`src/rtl/bullet_pool.sv`:
```
// Pool of N_BULLETS upward-moving bullets with fire cooldown and a pixel overlay.
// Define BULLET_AUTOFIRE_EN to auto-repeat shots while fire is held high.

module bullet_slot #(
    parameter int         BULLET_LEN = 16,
    parameter int         BULLET_W   = 1,
    parameter logic [9:0] SPAWN_Y    = 10'd464
) (
    input  logic       clk,
    input  logic       reset,
    input  logic       alloc,
    input  logic       clr,
    input  logic       tick,
    input  logic [9:0] loadX,
    input  logic [9:0] horCnt,
    input  logic [9:0] verCnt,
    output logic       active,
    output logic       hit
);
    logic [9:0]  posX, posY;
    logic [10:0] yTop, yBot, xLo, xHi, h, v;

    // alloc only ever targets an inactive slot, so it cannot collide with a clear
    always_ff @(posedge clk or negedge reset) begin
        if (!reset) begin
            active <= 1'b0;
            posX   <= '0;
            posY   <= '0;
        end else if (alloc) begin
            active <= 1'b1;
            posX   <= loadX;
            posY   <= SPAWN_Y;
        end else if (clr || (tick && active && posY == 10'd0)) begin
            active <= 1'b0;
            posX   <= '0;
            posY   <= '0;
        end else if (tick && active) begin
            posY <= posY - 10'd1;
        end
    end

    // 11-bit bounds so a bullet near the bottom edge never wraps
    assign yTop = {1'b0, posY};
    assign yBot = yTop + 11'(BULLET_LEN - 1);
    assign xLo  = {1'b0, posX} + 11'd1;
    assign xHi  = {1'b0, posX} + 11'(BULLET_W);
    assign h    = {1'b0, horCnt};
    assign v    = {1'b0, verCnt};
    assign hit  = active && (v >= yTop) && (v <= yBot) && (h >= xLo) && (h <= xHi);
endmodule

module bullet_pool #(
    parameter int         N_BULLETS  = 4,
    parameter int         BULLET_LEN = 16,
    parameter int         BULLET_W   = 1,
    parameter int         STEP_DIV   = 500000,
    parameter int         FIRE_GAP   = 40,
    parameter logic [9:0] SPAWN_Y    = 10'd464
) (
    input  logic                 clk,
    input  logic                 reset,
    input  logic                 fire,
    input  logic                 collision,
    input  logic [2:0]           collIdx,
    input  logic [9:0]           playerPos,
    input  logic [9:0]           horCnt,
    input  logic [9:0]           verCnt,
    output logic [N_BULLETS-1:0] activeMask,
    output logic                 fired,
    output logic [5:0]           rgbContent
);
    localparam int TW = (STEP_DIV > 1) ? $clog2(STEP_DIV) : 1;
    localparam int CW = (FIRE_GAP > 0) ? $clog2(FIRE_GAP + 1) : 1;

    logic [TW-1:0]        tickCnt;
    logic                 tick;
    logic                 fireQ, fireEvt, doAlloc;
    logic [CW-1:0]        cooldown;
    logic [N_BULLETS-1:0] allocSel, slotHit;

    assign tick = (tickCnt == TW'(STEP_DIV - 1));

    always_ff @(posedge clk or negedge reset) begin
        if (!reset) tickCnt <= '0;
        else        tickCnt <= tick ? '0 : tickCnt + TW'(1);
    end

    always_ff @(posedge clk or negedge reset) begin
        if (!reset) fireQ <= 1'b0;
        else        fireQ <= fire;
    end

`ifdef BULLET_AUTOFIRE_EN
    assign fireEvt = fire;
`else
    assign fireEvt = fire & ~fireQ;
`endif

    // lowest-index free slot, from the mask as it stands at the start of the cycle
    always_comb begin
        allocSel = '0;
        for (int i = N_BULLETS - 1; i >= 0; i--) begin
            if (!activeMask[i]) begin
                allocSel    = '0;
                allocSel[i] = 1'b1;
            end
        end
    end

    assign doAlloc = fireEvt && (cooldown == '0) && !(&activeMask);

    always_ff @(posedge clk or negedge reset) begin
        if (!reset) begin
            cooldown <= '0;
            fired    <= 1'b0;
        end else begin
            fired <= doAlloc;
            if (doAlloc)                      cooldown <= CW'(FIRE_GAP);
            else if (tick && cooldown != '0)  cooldown <= cooldown - CW'(1);
        end
    end

    for (genvar g = 0; g < N_BULLETS; g++) begin : gSlot
        bullet_slot #(
            .BULLET_LEN(BULLET_LEN),
            .BULLET_W  (BULLET_W),
            .SPAWN_Y   (SPAWN_Y)
        ) uSlot (
            .clk   (clk),
            .reset (reset),
            .alloc (doAlloc && allocSel[g]),
            .clr   (collision && collIdx == 3'(g)),
            .tick  (tick),
            .loadX (playerPos),
            .horCnt(horCnt),
            .verCnt(verCnt),
            .active(activeMask[g]),
            .hit   (slotHit[g])
        );
    end

    assign rgbContent = (|slotHit) ? 6'b111111 : 6'b000000;
endmodule

```
`config.mk`:
```
export PLATFORM = sky130hd
export DESIGN_NAME = bullet_pool
export DESIGN_NICKNAME = d
export VERILOG_FILES = /design/src/rtl/bullet_pool.sv
export SDC_FILE = /design/constraint.sdc
export NUM_CORES = 1
export LEC_CHECK = 0
export CAP_MARGIN = 20
export CORE_MARGIN = 3
export CORE_UTILIZATION = 45
export CTS_CLUSTER_SIZE = 20
export DETAILED_ROUTE_END_ITERATION = 8
export SETUP_SLACK_MARGIN = 0.05
export SLEW_MARGIN = 25
export SYNTH_ARGS = -nofsm -noshare
export SYNTH_HDL_FRONTEND = slang
export SYNTH_SLANG_ARGS = --single-unit
```
`constraint.sdc`:
```
create_clock -name clk -period 9.8 [get_ports clk]
set_input_delay 1.96 -clock clk [delete_from_list [all_inputs] [get_ports clk]]
set_output_delay 1.96 -clock clk [all_outputs]
set_load 0.01 [all_outputs]
```
==> flow_summary_export.csv, run 1 <==
group,metric,value,unit
drt,wl_per_cell,17.92,um
worst_setup_path,critical_path_class,"primary input to output pin",
clock_network,clk_pin_slew,0.09,ns
clock_network,ctsResizeCount,0,
cells_and_area,drive_gt1_share,4.532,%
global_route,grt_max_degree,81,
clock_network,postCtsSetupRepairBufs,0,
drt,postRouteWirelength,22.46,mm
worst_setup_path,cp_max_fo,8,
yosys,synth_nets,1125,
yosys,yosys.area.top_type,"dfrtp_1",
yosys,yosys.cell_types.count,64,
timing,drv_slew,0,
power,power,993.7,uW
yosys,syn-cell-area,8697,um^2
timing,hold_viol_final,0,
die,row_count,50,
yosys,postSynthCellCount,958,
placed_design,port_buffers,47,
run_status,outcome,"finished, final reports clean",
drt,routed_via_density,5.470,
die,design.core.area,18830,um^2
worst_setup_path,cp-end-kind,"output pin",
yosys,synth_flop_cell,"dfrtp_1",
drt,firstDrtPassIters,5,
timing,rsz0062_at_grt,"false",
clock_network,insertion_delay,0.37,ns
cells_and_area,stdcell_area,9688,um^2
yosys,yosysWarnings,0,
drt,num_vias,6854,
worst_setup_path,startpoint_type,"primary input",
cells_and_area,area_growth,11.39,%
timing,setup_viol,0,
drt,drc,0,
cells_and_area,fill_cells,1756,
yosys,ys_ff_latch,111,
clock_network,tritoncts,"built",
die,die_w,145.0,um
clock_network,cts_root_buf,"clkbuf_16",
cells_and_area,antenna_cells,0,
timing,fmax,141.1,MHz
cells_and_area,regArea,2778,um^2
cells_and_area,final_cells,1253,
die,die_area,21030,um^2
drt,ant_nets,0,
yosys,synth-edff-count,0,
worst_setup_path,crit_arrival,5.13,ns
clock_network,post_cts_hold_buffer_count,0,
drt,drt_iter0_drc,370,
hold_path,hold_class,"flip-flop to flip-flop",
yosys,synth_async_sr_flop_share,100.0,%
timing,skew,0.01218,ns
die,die_h,145.0,um
clock_network,clockBufferDepth,2,
power,power_density,102.6,nW/um^2
global_route,grt_pass1_wl,36.82,mm
run,maxCapViolations,0,
power,peakVddDrop,0.09054,mV
placed_design,dp.cells,1237,
global_route,grt_overflow,0,
worst_setup_path,critPathRequiredTime,7.84,ns
global_route,first_global_vias,6795,
cells_and_area,post-route-util,51.45,%
die,initial_core_util,46.19,%
timing,slew_headroom,31.85,%
timing,min_period_over_period,72.32,%
global_route,gr-usage-all-layers,21.70,%
clock_network,htreeDepth,3,
cells_and_area,nets,1155,
yosys,synth.area.top_cells,"dfrtp_1 32%, ha_1 19%, xnor2_1 8.0%",
clock_network,clock-sinks,111,
yosys,seq_area_frac_synth,31.94,%
yosys,syn-mean-instance-area,9.078,um^2
timing,tightest_slew,1.019,ns
clock_network,cts_buffers,9,
timing,fin_setup_tns,0,ns
placed_design,hpwlAfterDp,17.10,mm
cells_and_area,multi_input_area,5520,um^2
placed_design,gp_congestion,0.8692,
placed_design,postPlaceCellArea,9358,um^2
power,p_leak,4.129,nW
timing,finalCriticalPeriod,7.087,ns
die,ios,48,
global_route,antenna_found_initial,0,
yosys,synth_top_area_share,31.94,%
## power breakdown
part           switching (mW)  internal (mW)  total (mW)
combinational          0.0768         0.0518       0.129
sequential            0.00600          0.461       0.467
clock                   0.209          0.189       0.398
## layout by cell type (no fill, tap or decap), types with 4 or more instances in the layout
| cell | instances |
|---|---|
| xnor2_1 | 79 |
| buf_4 | 7 |
| a21o_1 | 10 |
| a22o_1 | 18 |
| clkbuf_16 | 9 |
| nand2_1 | 94 |
| nand3_1 | 76 |
| clkdlybuf4s50_1 | 46 |
| mux2i_1 | 8 |
| a21oi_1 | 21 |
| nor2_1 | 60 |
| a211oi_1 | 7 |
| and3_1 | 12 |
| ha_1 | 130 |
| dfrtp_1 | 111 |
| nand4_1 | 30 |
| and4_1 | 4 |
| o211ai_1 | 5 |
| nor3_1 | 30 |
| or4_1 | 4 |
| or3_1 | 9 |
| nor3b_1 | 7 |
| nor4_1 | 15 |
| inv_1 | 57 |
| xor2_1 | 29 |
| nand2b_1 | 5 |
| nor2b_1 | 6 |
| a31oi_1 | 6 |
| o21ai_0 | 40 |
## critical path, cell delays in order
cell and delay (ns):
clkdlybuf4s50_1 0.67, ha_1 0.43, nor2_1 0.04, or4_1 0.50, a31oi_1 0.22, o21ai_0 0.12
a211o_1 0.28, o2111ai_1 0.25, clkdlybuf4s50_1 0.65
## per-stage QoR
| stage | hold WS, ns | setup slack [ns] |
|---|---|---|
| after floorplan | 0.4546 | 4.120 |
| after global placement | 0.4760 | 2.770 |
| after detailed placement | 0.4816 | 2.701 |
| after CTS | 0.4940 | 2.700 |
| after global routing | 0.5167 | 2.493 |
| final | 0.4909 | 2.713 |
## cell families (layout without fill, tap and decap cells)
logic type	count (synthesis)	in the layout	share of synthesized area, %
xor gates and xnor gates	108	108	10.88
buffers and inverters	92	127	4.661
muxes	9	9	1.050
adders and majority gates	130	130	18.70
AOI/OAI and AO/OA	133	133	10.30
DFF	111	111	31.94
and+or+nand+nor	375	375	22.47
## final timing paths
path	startpoint	to	slack, ns	cells after the start
worst max-delay path	verCnt[9]	rgbContent[3]	2.71	9
worst min-delay path	tickCnt[0]$_DFF_PN0_	tickCnt[0]$_DFF_PN0_	0.49	1
worst max register to register	tickCnt[0]$_DFF_PN0_	gSlot[1].uSlot.posX[4]$_DFFE_PN0P_	7.05	8
worst min register to register	tickCnt[0]$_DFF_PN0_	tickCnt[0]$_DFF_PN0_	0.49	1
max in group asynchronous	reset	gSlot[2].uSlot.posX[6]$_DFFE_PN0P_	7.18	2
min in group asynchronous	reset	gSlot[3].uSlot.posX[3]$_DFFE_PN0P_	1.53	1
## state kept, by name, indices dropped and copies added (netlist names)
register,cells
gSlot.uSlot.posX,40
gSlot.uSlot.posY,40
tickCnt,19
cooldown,6
gSlot.uSlot.active,4
fireQ,1
fired,1
## final cells by class
class / instances / area share [%]
multi-input combinational: 755 / 56.98
sequential: 111 / 28.67
timing repair buffer: 54 / 5.411
tap: 260 / 3.358
clock buffer: 9 / 2.325
inverter: 57 / 2.208
clock inverter: 7 / 1.046
## Yosys cell counts, types with 4 or more instances
cell / count
a21oi_1: 21
nor2b_1: 6
xor2_1: 29
clkbuf_1: 15
o211ai_1: 5
or3_1: 9
a211oi_1: 7
inv_1: 57
xnor2_1: 79
buf_4: 12
nor4_1: 15
nand3_1: 76
a31oi_1: 6
nor3b_1: 7
nand2b_1: 5
a21o_1: 10
mux2i_1: 8
and3_1: 12
and4_1: 4
nor2_1: 60
dfrtp_1: 111
a22o_1: 18
buf_2: 6
ha_1: 130
nor3_1: 30
or4_1: 4
nand2_1: 94
o21ai_0: 40
nand4_1: 30
## metal layers
layer / routed length (um) / track usage (%) / up-vias
met4: 369 / 5.511 / 0
met2: 10280 / 35.02 / 117
met5: 0 / 0 / -
li1: - / - / 3444
met1: 10920 / 30.34 / 3267
met3: 885 / 3.810 / 26
(Power assumes the default switching activity.)
==> run 2: changes to the inputs <==
==> constraint.sdc (replaced) <==
create_clock -name clk -period 7 [get_ports clk]
set_input_delay 1.4 -clock clk [delete_from_list [all_inputs] [get_ports clk]]
set_output_delay 1.4 -clock clk [all_outputs]
set_load 0.01 [all_outputs]
==> flow_summary_export.csv, run 2 (same netlist as run 1, synthesis figures left out) <==
group,metric,value,unit
die,die_w,145.0,um
die,row_count,50,
placed_design,gp_congestion,0.8638,
die,die_h,145.0,um
clock_network,insertion_delay,0.37,ns
global_route,grt_max_degree,71,
worst_setup_path,cp-end-kind,"output pin",
cells_and_area,reg.largest.list,"gSlot.uSlot.posX: 40 flops, gSlot.uSlot.posY: 40 flops, tickCnt: 19 flops",
drt,postRouteWirelength,22.45,mm
hold_path,hold_class,"flip-flop to flip-flop",
clock_network,cts_root_buf,"clkbuf_16",
drt,ant_nets,0,
cells_and_area,final_cell_mix,"130 x ha_1, 111 x dfrtp_1, 94 x nand2_1",
drt,firstDrtPassIters,5,
cells_and_area,nets,1156,
clock_network,ctsResizeCount,0,
run,maxCapViolations,0,
drt,routed_via_density,5.482,
cells_and_area,fill_cells,1756,
global_route,grt_overflow,0,
die,initial_core_util,46.19,%
worst_setup_path,critical_path_class,"primary input to output pin",
die,die_area,21030,um^2
clock_network,cts_buffers,9,
clock_network,clock-sinks,111,
drt,drt_iter0_drc,350,
global_route,gr-usage-all-layers,21.71,%
timing,fmax,167.6,MHz
timing,min_period_over_period,85.23,%
timing,tightest_slew,1.043,ns
worst_setup_path,crit_chain,"clkdlybuf4s50_1 > ha_1 > nor2b_1 > o211ai_1 > a21oi_1 > or4_1 > a211o_1 > o2111ai_1 > clkdlybuf4s50_1",
timing,rsz0062_at_grt,"false",
power,p_leak,4.138,nW
placed_design,port_buffers,47,
timing,hold_viol_final,0,
run_status,outcome,"finished, final reports clean",
cells_and_area,final_cells,1254,
timing,slew_headroom,30.18,%
worst_setup_path,crit_arrival,4.57,ns
worst_setup_path,r2r_setup_slack,4.25,ns
placed_design,dp.cells,1238,
timing,setup_viol,0,
cells_and_area,area_growth,11.54,%
die,design.core.area,18830,um^2
clock_network,tritoncts,"built",
timing,hold_slack,0.4922,ns
cells_and_area,antenna_cells,0,
clock_network,post_cts_hold_buffer_count,0,
clock_network,postCtsSetupRepairBufs,0,
worst_setup_path,critPathRequiredTime,5.60,ns
timing,skew,0.01400,ns
worst_setup_path,startpoint_type,"primary input",
timing,fin_setup_tns,0,ns
drt,drc,0,
worst_setup_path,crit_path_top_delay_cell,"clkdlybuf4s50_1",
worst_setup_path,crit_path_frequent_cell,"clkdlybuf4s50_1",
clock_network,htreeDepth,3,
global_route,antenna_found_initial,0,
global_route,grt_pass1_wl,36.80,mm
die,ios,48,
cells_and_area,drive_gt1_share,4.628,%
worst_setup_path,slowest_delay,0.75,ns
power,peakVddDrop,0.1281,mV
clock_network,clk_pin_slew,0.08,ns
timing,drv_slew,0,
timing,finalCriticalPeriod,5.966,ns
placed_design,hpwlAfterDp,17.13,mm
power,power_density,144.8,nW/um^2
global_route,first_global_vias,6809,
clock_network,clockBufferDepth,2,
cells_and_area,mostFrequentLayoutCell,"ha_1",
worst_setup_path,cp_max_fo,8,
drt,num_vias,6874,
drt,wl_per_cell,17.90,um
[run 2: changes by cell type in the layout (fill, tap and decap cells not counted)]
cell and change:
inv_12 -2, buf_4 +2, buf_6 -1, bufinv_16 +1, inv_8 +1
[run 2: final timing paths]
| path | end | depth (start not counted) | startpoint |
|---|---|---|---|
| worst max-delay path | rgbContent[3] | 9 | verCnt[1] |
| worst min-delay path | tickCnt[0]$_DFF_PN0_ | 1 | tickCnt[0]$_DFF_PN0_ |
| worst max register to register | gSlot[1].uSlot.posX[1]$_DFFE_PN0P_ | 8 | tickCnt[0]$_DFF_PN0_ |
| worst min register to register | tickCnt[0]$_DFF_PN0_ | 1 | tickCnt[0]$_DFF_PN0_ |
| max in group asynchronous | fired$_DFF_PN0_ | 2 | reset |
| min in group asynchronous | gSlot[3].uSlot.posX[2]$_DFFE_PN0P_ | 1 | reset |
[run 2: per-stage QoR]
| step | utilization (%) | area (um^2) | power (mW) | worst slack, ns |
|---|---|---|---|---|
| 3_3_place_gp | 49.70 | 9359 | 0.8451 | 1.097 |
| 2_1_floorplan | - | 8697 | 0.7627 | 2.440 |
| 4_1_cts | 51.52 | 9701 | 1.422 | 1.036 |
| 5_1_grt | 51.52 | 9701 | 1.473 | 0.9120 |
| 3_5_place_dp | 49.73 | 9365 | 0.8469 | 1.044 |
| 6_report | 51.52 | 9701 | 1.405 | 1.034 |
[run 2: layout make-up]
cell class / instances / area (um^2) / area share (%)
timing repair buffer: 55 / 528.0 / 5.443
inverter: 57 / 214.0 / 2.206
sequential: 111 / 2778 / 28.63
clock inverter: 7 / 110.1 / 1.135
clock buffer: 9 / 225.2 / 2.322
tap: 260 / 325.3 / 3.354
multi-input combinational: 755 / 5520 / 56.91
[run 2: layer usage]
metal | share of wire (%) | up-vias | track usage [%]
met1 | 49 | 3295 | 30.76
met4 | 1.3 | 0 | 3.990
met5 | 0 | - | 0
met3 | 3.7 | 17 | 3.310
li1 | - | 3450 | -
met2 | 46 | 112 | 35.70
[run 2: critical path: cells and delay by family]
family,cells,cell delay [ns]
adder cells (fa/ha/maj),1,0.33
AO/OA/AOI/OAI,4,0.89
buffers and inverters,2,1.41
AND/OR/NAND/NOR,2,0.54
[run 2: report_power, final]
group	internal (mW)	switching [mW]	leakage (nW)	total, mW
sequential	0.646	0.00848	1.51	0.654
combinational	0.0726	0.107	2.46	0.180
clock	0.294	0.277	0.162	0.571
total	1.01	0.393	4.14	1.40
==> run 3: changes to the inputs <==
==> constraint.sdc (replaced) <==
create_clock -name clk -period 6.7 [get_ports clk]
set_input_delay 1.34 -clock clk [delete_from_list [all_inputs] [get_ports clk]]
set_output_delay 1.34 -clock clk [all_outputs]
set_load 0.01 [all_outputs]
==> flow_summary_export.csv, run 3 (same netlist as run 1, synthesis figures left out) <==
group,metric,value,unit
timing,fin_ws,0.8230,ns
cells_and_area,mostFrequentLayoutCell,"ha_1",
worst_setup_path,crit_path_frequent_cell,"clkdlybuf4s50_1",
hold_path,hold_class,"flip-flop to flip-flop",
global_route,grt.busiest_layer,"met2",
power,switching_share,28.42,%
drt,postRouteWirelength,22.63,mm
power,p_leak,4.112,nW
worst_setup_path,cp-end-kind,"output pin",
worst_setup_path,r2r_start,"gSlot[2].uSlot.posY[0]$_DFFE_PN0P_",
clock_network,clk_pin_slew,0.08,ns
timing,rsz0062_at_grt,"false",
run,maxCapViolations,0,
drt,num_vias,6854,
worst_setup_path,critical_path_class,"primary input to output pin",
hold_path,hold_start,"tickCnt[0]$_DFF_PN0_",
die,design.core.area,18830,um^2
worst_setup_path,cp_max_fo,8,
timing,fin_setup_tns,0,ns
clock_network,insertion_delay,0.37,ns
drt,ant_nets,0,
global_route,use_met3,3.716,%
worst_setup_path,critPathRequiredTime,5.36,ns
placed_design,port_buffers,47,
clock_network,post_cts_hold_buffer_count,0,
worst_setup_path,r2r_cells,9,
hold_path,whs_path_depth,1,
timing,drv_slew,0,
power,power,1.414,mW
global_route,antenna_found_initial,0,
timing,slew_headroom,40.47,%
cells_and_area,stdcell_area,9643,um^2
cells_and_area,regArea,2778,um^2
cells_and_area,multi_input_area,5514,um^2
clock_network,tritoncts,"built",
worst_setup_path,cp_top_family,"buffers and inverters",
die,die_w,145.0,um
die,initial_core_util,46.19,%
cells_and_area,fill_cells,1787,
worst_setup_path,rr_endpoint,"gSlot[2].uSlot.posY[8]$_DFFE_PN0P_",
drt,firstDrtPassIters,4,
clock_network,cts_root_buf,"clkbuf_16",
worst_setup_path,crit_chain,"clkdlybuf4s50_1 > ha_1 > nor2_1 > or4_1 > a31oi_1 > o21ai_0 > a211o_1 > o2111ai_1 > clkdlybuf4s50_1",
timing,fmax,170.2,MHz
cells_and_area,final_cell_mix,"130 x ha_1, 111 x dfrtp_1, 94 x nand2_1",
power,power_density,146.6,nW/um^2
worst_setup_path,crit_arrival,4.54,ns
run_status,outcome,"finished, final reports clean",
clock_network,htreeDepth,3,
cells_and_area,antenna_cells,0,
global_route,grt_overflow,0,
global_route,gr-usage-met1,30.22,%
power,power.switching,401.9,uW
die,die_area,21030,um^2
global_route,grt_pass1_wl,36.41,mm
timing,finalCriticalPeriod,5.877,ns
cells_and_area,drive_gt1_share,4.435,%
clock_network,ctsResizeCount,0,
worst_setup_path,path_buf_inv,2,
power,power.internal,1.012,mW
power,seq_power_share,48.3,%
drt,wl_per_cell,18.07,um
global_route,grt_max_degree,76,
drt,routed_via_density,5.474,
hold_path,min_to,"tickCnt[0]$_DFF_PN0_",
timing,skew,0.01114,ns
clock_network,postCtsSetupRepairBufs,0,
worst_setup_path,startpoint_type,"primary input",
cells_and_area,area_growth,10.88,%
timing,tightest_slew,0.8897,ns
worst_setup_path,crit_path_top_delay_cell,"clkdlybuf4s50_1",
clock_network,cts_buffers,9,
die,die_h,145.0,um
placed_design,gp_congestion,0.8975,
power,power_frac_comb,13.3,%
global_route,first_global_vias,6719,
worst_setup_path,slowest_delay,0.68,ns
timing,hold_viol_final,0,
worst_setup_path,r2r_setup_slack,3.88,ns
cells_and_area,reg.largest.list,"gSlot.uSlot.posX: 40 flops, gSlot.uSlot.posY: 40 flops, tickCnt: 19 flops",
placed_design,dpl_worst_slack,0.8617,ns
timing,setup_viol,0,
cells_and_area,nets,1155,
power,pwr-share-clk,38.4,%
placed_design,hpwlAfterDp,17.22,mm
clock_network,clockBufferDepth,2,
drt,drc,0,
timing,min_period_over_period,87.72,%
power,peakVddDrop,0.1121,mV
drt,drt_iter0_drc,516,
placed_design,postPlaceCellArea,9351,um^2
global_route,gr-usage-all-layers,21.47,%
global_route,gr-usage-met2,34.32,%
die,ios,48,
clock_network,clock-sinks,111,
die,row_count,50,
==> run 3: changes by cell type in the layout (fill, tap and decap cells not counted), sizes merged <==
cell,delta
buf,-1
bufinv,-1
clkinv,-1
clkinvlp,+1
==> run 3: metrics by stage <==
| stage | hold WS, ns | util [%] | std cells |
|---|---|---|---|
| 2_1_floorplan | 0.4546 | - | 958 |
| 3_3_place_gp | 0.4812 | 49.66 | 1237 |
| 3_5_place_dp | 0.4871 | 49.66 | 1237 |
| 4_1_cts | 0.4987 | 51.19 | 1252 |
| 5_1_grt | 0.5210 | 51.21 | 1252 |
| 6_report | 0.4962 | 51.21 | 1252 |
==> run 3: layer usage <==
metal,vias to the layer above,share of wire [%]
met5,-,0
met4,0,1.5
met3,29,3.9
met2,126,46
met1,3265,49
li1,3434,-
==> run 3: worst reg2reg max path, stage by stage, from the launching register on <==
cell and delay [ns]:
dfrtp_1 0.40, inv_1 0.11, ha_1 0.21, nor3b_1 0.46, nand2_1 0.19, nor3_1 0.32, nand2_1 0.14, o21ai_1 0.44
buf_4 0.30, o21ai_0 0.10
==> run 3: worst max path at each step <==
stage | from | to | slack [ns] | cells past startpoint
after floorplan | verCnt[1] | rgbContent[1] | 2.26 | 8
after global placement | verCnt[1] | rgbContent[0] | 0.95 | 9
after detailed placement | verCnt[9] | rgbContent[3] | 0.86 | 9
after CTS | verCnt[9] | rgbContent[3] | 0.84 | 9
after global routing | verCnt[9] | rgbContent[3] | 0.67 | 9
final | verCnt[9] | rgbContent[3] | 0.82 | 9
==> run 3: layout make-up <==
class	count	share of cell area, %
timing repair buffer	54	5.437
clock buffer	9	2.336
inverter	57	2.219
clock inverter	6	0.6488
multi-input combinational	755	57.18
tap	260	3.374
sequential	111	28.80
==> run 3: power by group through the flow <==
stage | Clock [mW] | Combinational [mW] | Sequential, mW
after floorplan | 0 | 0.105 | 0.692
after global placement | 0 | 0.186 | 0.696
after detailed placement | 0 | 0.187 | 0.696
after CTS | 0.560 | 0.188 | 0.683
after global routing | 0.580 | 0.214 | 0.684
final | 0.543 | 0.188 | 0.683
==> patch 1, RTL diff (config.mk and constraints of run 2) <==
`STEP_DIV`: 500000 -> 250000.
--- a/src/rtl/bullet_pool.sv
+++ b/src/rtl/bullet_pool.sv
@@ -53,7 +53,7 @@
     parameter int         N_BULLETS  = 4,
     parameter int         BULLET_LEN = 16,
     parameter int         BULLET_W   = 1,
-    parameter int         STEP_DIV   = 500000,
+    parameter int         STEP_DIV   = 250000,
     parameter int         FIRE_GAP   = 40,
     parameter logic [9:0] SPAWN_Y    = 10'd464
 ) (
Behaviour: no difference found for any inputs over 10 cycles, from zero or initial values and one cycle with reset low; that may be too few to reach the edited logic, so the function may still have changed.
==> patch 1 against run 2 <==
Synthesized cell count increased by 6.4%; area after synthesis increased by 2.7%; global-route usage increased by 0.20 points; count of clock-buffer cells in the layout did not move; wire length increased by 4.4%; worst setup slack gained 230 ps; sequential power shrank 0.8%; first-iteration DRC count grew 46%; final area up 1.6%; sequential cell count shrank 1; total power shrank 4.2%; utilization is 0.15 points higher; register-to-register slack got worse by 410 ps; critical path type unchanged.
==> patch 1: results (changes against run 2) <==
| Metric | Value |
|---|---|
| Top cells by area, synth | dfrtp_1 31%, ha_1 18%, xnor2_1 7.5% |
| Post-Synth XOR/XNOR Area | 10.1% (-0.78 points) |
| First-pass GRT wire length | 37900 um (+3.0%) |
| Seq/Total Area, Yosys | 30.8% (-1.1 points) |
| R2R setup slack | 3840 ps (-410 ps) |
| Fin Clk Skew | 12.6 ps (-1.41 ps) |
| CTS max path bufs | 2 (unchanged) |
| Max Fclk | 174 MHz (+4.1%) |
| Layout filler cell count | 1813 (+3.2%) |
| Non-clk invs | 67 (+18%) |
| R2R depth | 6 (-2) |
| Post-DP HPWL | 17900 um (+4.8%) |
| P_leak | 4.13 nW (-0.18%) |
| Vias per cell | 5.67 (+3.4%) |
| Hold WC Path Type | reg -> reg |
| Multi-input gates | 794 (+5.2%) |
| CP Max Fanout | 8 (unchanged) |
| NonClk Buf Share | 5.43% (-0.011 points) |
| Iter 0 DRT Violations | 512 (+46%) |
| Status | complete, no violations |
| #FFs+latches synth | 110 (-0.90%) |
| Vias in the first global route | 7155 (+5.1%) |
| Max-Slew Margin vs Limit | 43.2% (+13 points) |
| Cells after Synth | 1019 (+6.4%) |
| Crit path largest cell delay | 620 ps (-130 ps) |
| Synth Area in Compound Gates | 12.4% (+2.1 points) |
| Finished Layout Cells | 1303 (+3.9%) |
| Registers with the most flip-flops | gSlot.uSlot.posX (40), gSlot.uSlot.posY (40), tickCnt (18) |
| VDD IR max | 0.000102 V (-21%) |
| Clock-cell share of area | 3.02% (-0.44 points) |
| Design Area, Final | 9860 um2 (+1.6%) |
| Tot GR Track Use | 21.9% (+0.20 points) |
| Int Pwr | 0.000966 W (-4.6%) |
| GP Congestion | 0.856 (-0.86%) |
| Multi-input logic area | 5700 um2 (+3.2%) |
| Critical Path Start | verCnt[9] |
| CP Data Arrival Time | 4330 ps (-240 ps) |
| Reg-to-reg startpoint | tickCnt[6]$_DFF_PN0_ |
| ANT cells | 0 (unchanged) |
| Sequential fraction of total cell area | 27.9% (-0.71 points) |
| Mux cell area share after synthesis | 0.686% (-0.36 points) |
| Detailed-route wire length | 23400 um (+4.4%) |
| Fin util | 51.7% (+0.15 points) |
| Yosys cell types | 65 (+1.6%) |
| Area share of fa/ha/maj cells after synthesis | 18.2% (-0.50 points) |
| Largest net degree at the start of global routing | 60 (-15%) |
| Nonclk buf count | 56 (+1.8%) |
| Final Net Count | 1205 (+4.2%) |
| Commonest cells in the netlist | 130 x ha_1, 114 x nand2_1, 110 x dfrtp_1 |
| Critical R2R Capture | gSlot[3].uSlot.posX[8]$_DFFE_PN0P_ |
patch 1: cell count changes after synthesis, moves of 6 or more:
cell / run 2 / this run
o21ai_2: 0 / 10
inv_1: 57 / 65
or4_1: 4 / 11
o21ai_0: 40 / 49
a22o_1: 18 / 0
nand3_1: 76 / 67
and3_1: 12 / 18
clkbuf_1: 15 / 27
nor2_1: 60 / 40
nor3_1: 30 / 38
nand2_1: 94 / 114
a211oi_1: 7 / 13
o31ai_1: 3 / 11
patch 1: power by group through the flow:
| stage | registers, W | clock network [W] | logic (W) |
|---|---|---|---|
| finish | 0.000649 | 0.000520 | 0.000178 |
| detailed placement | 0.000661 | 0 | 0.000178 |
| global placement | 0.000661 | 0 | 0.000177 |
| CTS | 0.000648 | 0.000535 | 0.000180 |
| floorplan | 0.000656 | 0 | 0.000101 |
| global route | 0.000650 | 0.000557 | 0.000202 |
patch 1: worst min path at each step:
stage	endpoint	from	cells after the start	slack, ps
final	tickCnt[0]$_DFF_PN0_	tickCnt[0]$_DFF_PN0_	1	470
after global routing	tickCnt[0]$_DFF_PN0_	tickCnt[0]$_DFF_PN0_	1	490
after global placement	tickCnt[0]$_DFF_PN0_	tickCnt[0]$_DFF_PN0_	1	450
after floorplan	tickCnt[0]$_DFF_PN0_	tickCnt[0]$_DFF_PN0_	1	430
after CTS	tickCnt[0]$_DFF_PN0_	tickCnt[0]$_DFF_PN0_	1	470
after detailed placement	tickCnt[0]$_DFF_PN0_	tickCnt[0]$_DFF_PN0_	1	450
patch 1: metal layers:
layer,GRT usage (%),wire length (um)
met4,5.22,374
met2,35.5,11000
met3,3.39,809
met5,0,0
met1,30.9,11300
==> patch 2, RTL diff (config.mk and constraints of run 2) <==
Made on the original files. Remove the register `fired`: a continuous assignment takes its place, so the output `fired` follows one clock earlier.
--- a/src/rtl/bullet_pool.sv
+++ b/src/rtl/bullet_pool.sv
@@ -112,13 +112,13 @@
     always_ff @(posedge clk or negedge reset) begin
         if (!reset) begin
             cooldown <= '0;
-            fired    <= 1'b0;
         end else begin
-            fired <= doAlloc;
             if (doAlloc)                      cooldown <= CW'(FIRE_GAP);
             else if (tick && cooldown != '0)  cooldown <= cooldown - CW'(1);
         end
     end
+
+    assign fired = doAlloc;
 
     for (genvar g = 0; g < N_BULLETS; g++) begin : gSlot
         bullet_slot #(
Check against the original RTL: not equivalent (a bounded check fails within 4 cycles, from zero or initial values and one cycle with reset low).
==> patch 2 against run 2 <==
Worst hold slack improved by 1.2 ps; worst setup slack got worse by 140 ps; critical path depth stayed put; sequential cell count is 1 lower; wire length is 1.0% higher; total power down 3.6%; final cell count is essentially flat; synthesized cell count down 0.10%; count of clock-buffer cells in the layout up 1; sequential power is 0.9% lower; register-to-register slack gained 70 ps; final area shrank 0.71%; area after synthesis is 0.29% lower; critical endpoint is now rgbContent[2]; highest routed layer unchanged.
==> patch 2: results (changes against run 2) <==
| Metric | Value |
|---|---|
| Tot GR Track Use | 22.4% (+0.72 points) |
| VDD IR max | 0.000103 V (-20%) |
| TritonCTS Buffers | 9 (unchanged) |
| Vias in the first global route | 6725 (-1.2%) |
| Least-Margin Pin Slew | 892 ps (-152 ps) |
| Hold WC Path Type | reg -> reg |
| GP Congestion | 0.829 (-4.1%) |
| Top cells by area, synth | dfrtp_1 32%, ha_1 19%, xnor2_1 8.0% |
| Fin Clk Skew | 15.8 ps (+1.82 ps) |
| Largest net degree at the start of global routing | 68 (-4.2%) |
| Reg-to-reg startpoint | tickCnt[6]$_DFF_PN0_ |
| P_leak | 4.10 nW (-0.94%) |
| CP Data Arrival Time | 4710 ps (+140 ps) |
| Worst-path clk slew | 80 ps (about the same) |
| Final Net Count | 1154 (-0.17%) |
| First-pass GRT wire length | 36500 um (-0.94%) |
| R2R depth | 7 (-1) |
| Net Count, Synth | 1124 (-0.089%) |
| Post-DP HPWL | 16900 um (-1.0%) |
| Status | complete, no violations |
| Seq/Total Area, Yosys | 31.7% (-0.20 points) |
| Wire per inst | 18.1 um (+1.1%) |
| Via count | 6918 (+0.64%) |
| Placement Cell Area | 9330 um2 (-0.35%) |
| Share of cells above drive strength 1 | 4.44% (-0.19 points) |
| Iter 0 DRT Violations | 379 (+8.3%) |
| R2R setup slack | 4320 ps (+70 ps) |
| Initial DRT Pass Iterations | 5 (unchanged) |
| Commonest cells in the netlist | 130 x ha_1, 110 x dfrtp_1, 94 x nand2_1 |
## patch 2: cell count changes in the layout (fill, tap and decap cells not counted), sizes merged
cell and change:
buf -1, dfrtp -1, bufinv -1, inv -1, clkbuf +1, diode +1
clkinvlp +1
## patch 2: layout make-up
cell class / count / area (um2)
fillers: 1793 / 9200
multi-input cells: 755 / 5520
flip-flops and latches: 110 / 2750
repair buffers: 54 / 520
well taps: 260 / 325
clock buffers: 10 / 229
inverters: 57 / 214
clock inverters: 6 / 67.6
diodes: 1 / 2.50
## patch 2: how the worst max path moves through the flow
stage,start,to,slack [ps],depth (start not counted)
final,verCnt[9],rgbContent[2],890,9
after global routing,verCnt[9],rgbContent[5],760,9
after CTS,verCnt[9],rgbContent[2],940,9
after detailed placement,verCnt[9],rgbContent[2],940,9
after global placement,verCnt[9],rgbContent[5],1080,9
after floorplan,verCnt[1],rgbContent[1],2440,8
## patch 2: through the flow
step                      cells  hold WS, ps  setup WS (ps)
after global placement     1236          480           1080
final                      1253          493            895
after CTS                  1252          501            939
after floorplan             957          455           2440
after global routing       1252          533            763
after detailed placement   1236          489            943
## patch 2: per-layer routing
metal / global-route usage (%) / vias up / wire, um
li1: - / 3444 / -
met1: 32.8 / 3321 / 11200
met2: 34.4 / 127 / 10200
met3: 3.38 / 26 / 828
met4: 6.53 / 0 / 471
met5: 0 / - / 0
## patch 2: worst reg2reg max path: cells and delay by family, from the launching register on
kind | cells | cell delay [ps]
compound gates | 2 | 490
flops | 1 | 450
simple gates | 4 | 1280
buf+inv | 1 | 350
## patch 2: cells by family after synthesis
kind of cell	count (synthesis)	share of synthesized area, %
AO/OA/AOI/OAI	133	10.3
XOR/XNOR	108	10.9
AND/OR/NAND/NOR	375	22.5
flip-flops	110	31.7
multiplexers	9	1.05
buffers and inverters	92	4.67
adder cells (fa/ha/maj)	130	18.8
## patch 2: report_power, final
| part | switching [W] | internal [W] | leakage [nW] |
|---|---|---|---|
| Combinational | 0.000107 | 0.0000724 | 2.46 |
| Clock | 0.000273 | 0.000253 | 0.142 |
| Sequential | 0.00000838 | 0.000640 | 1.50 |
| Total | 0.000389 | 0.000965 | 4.10 |
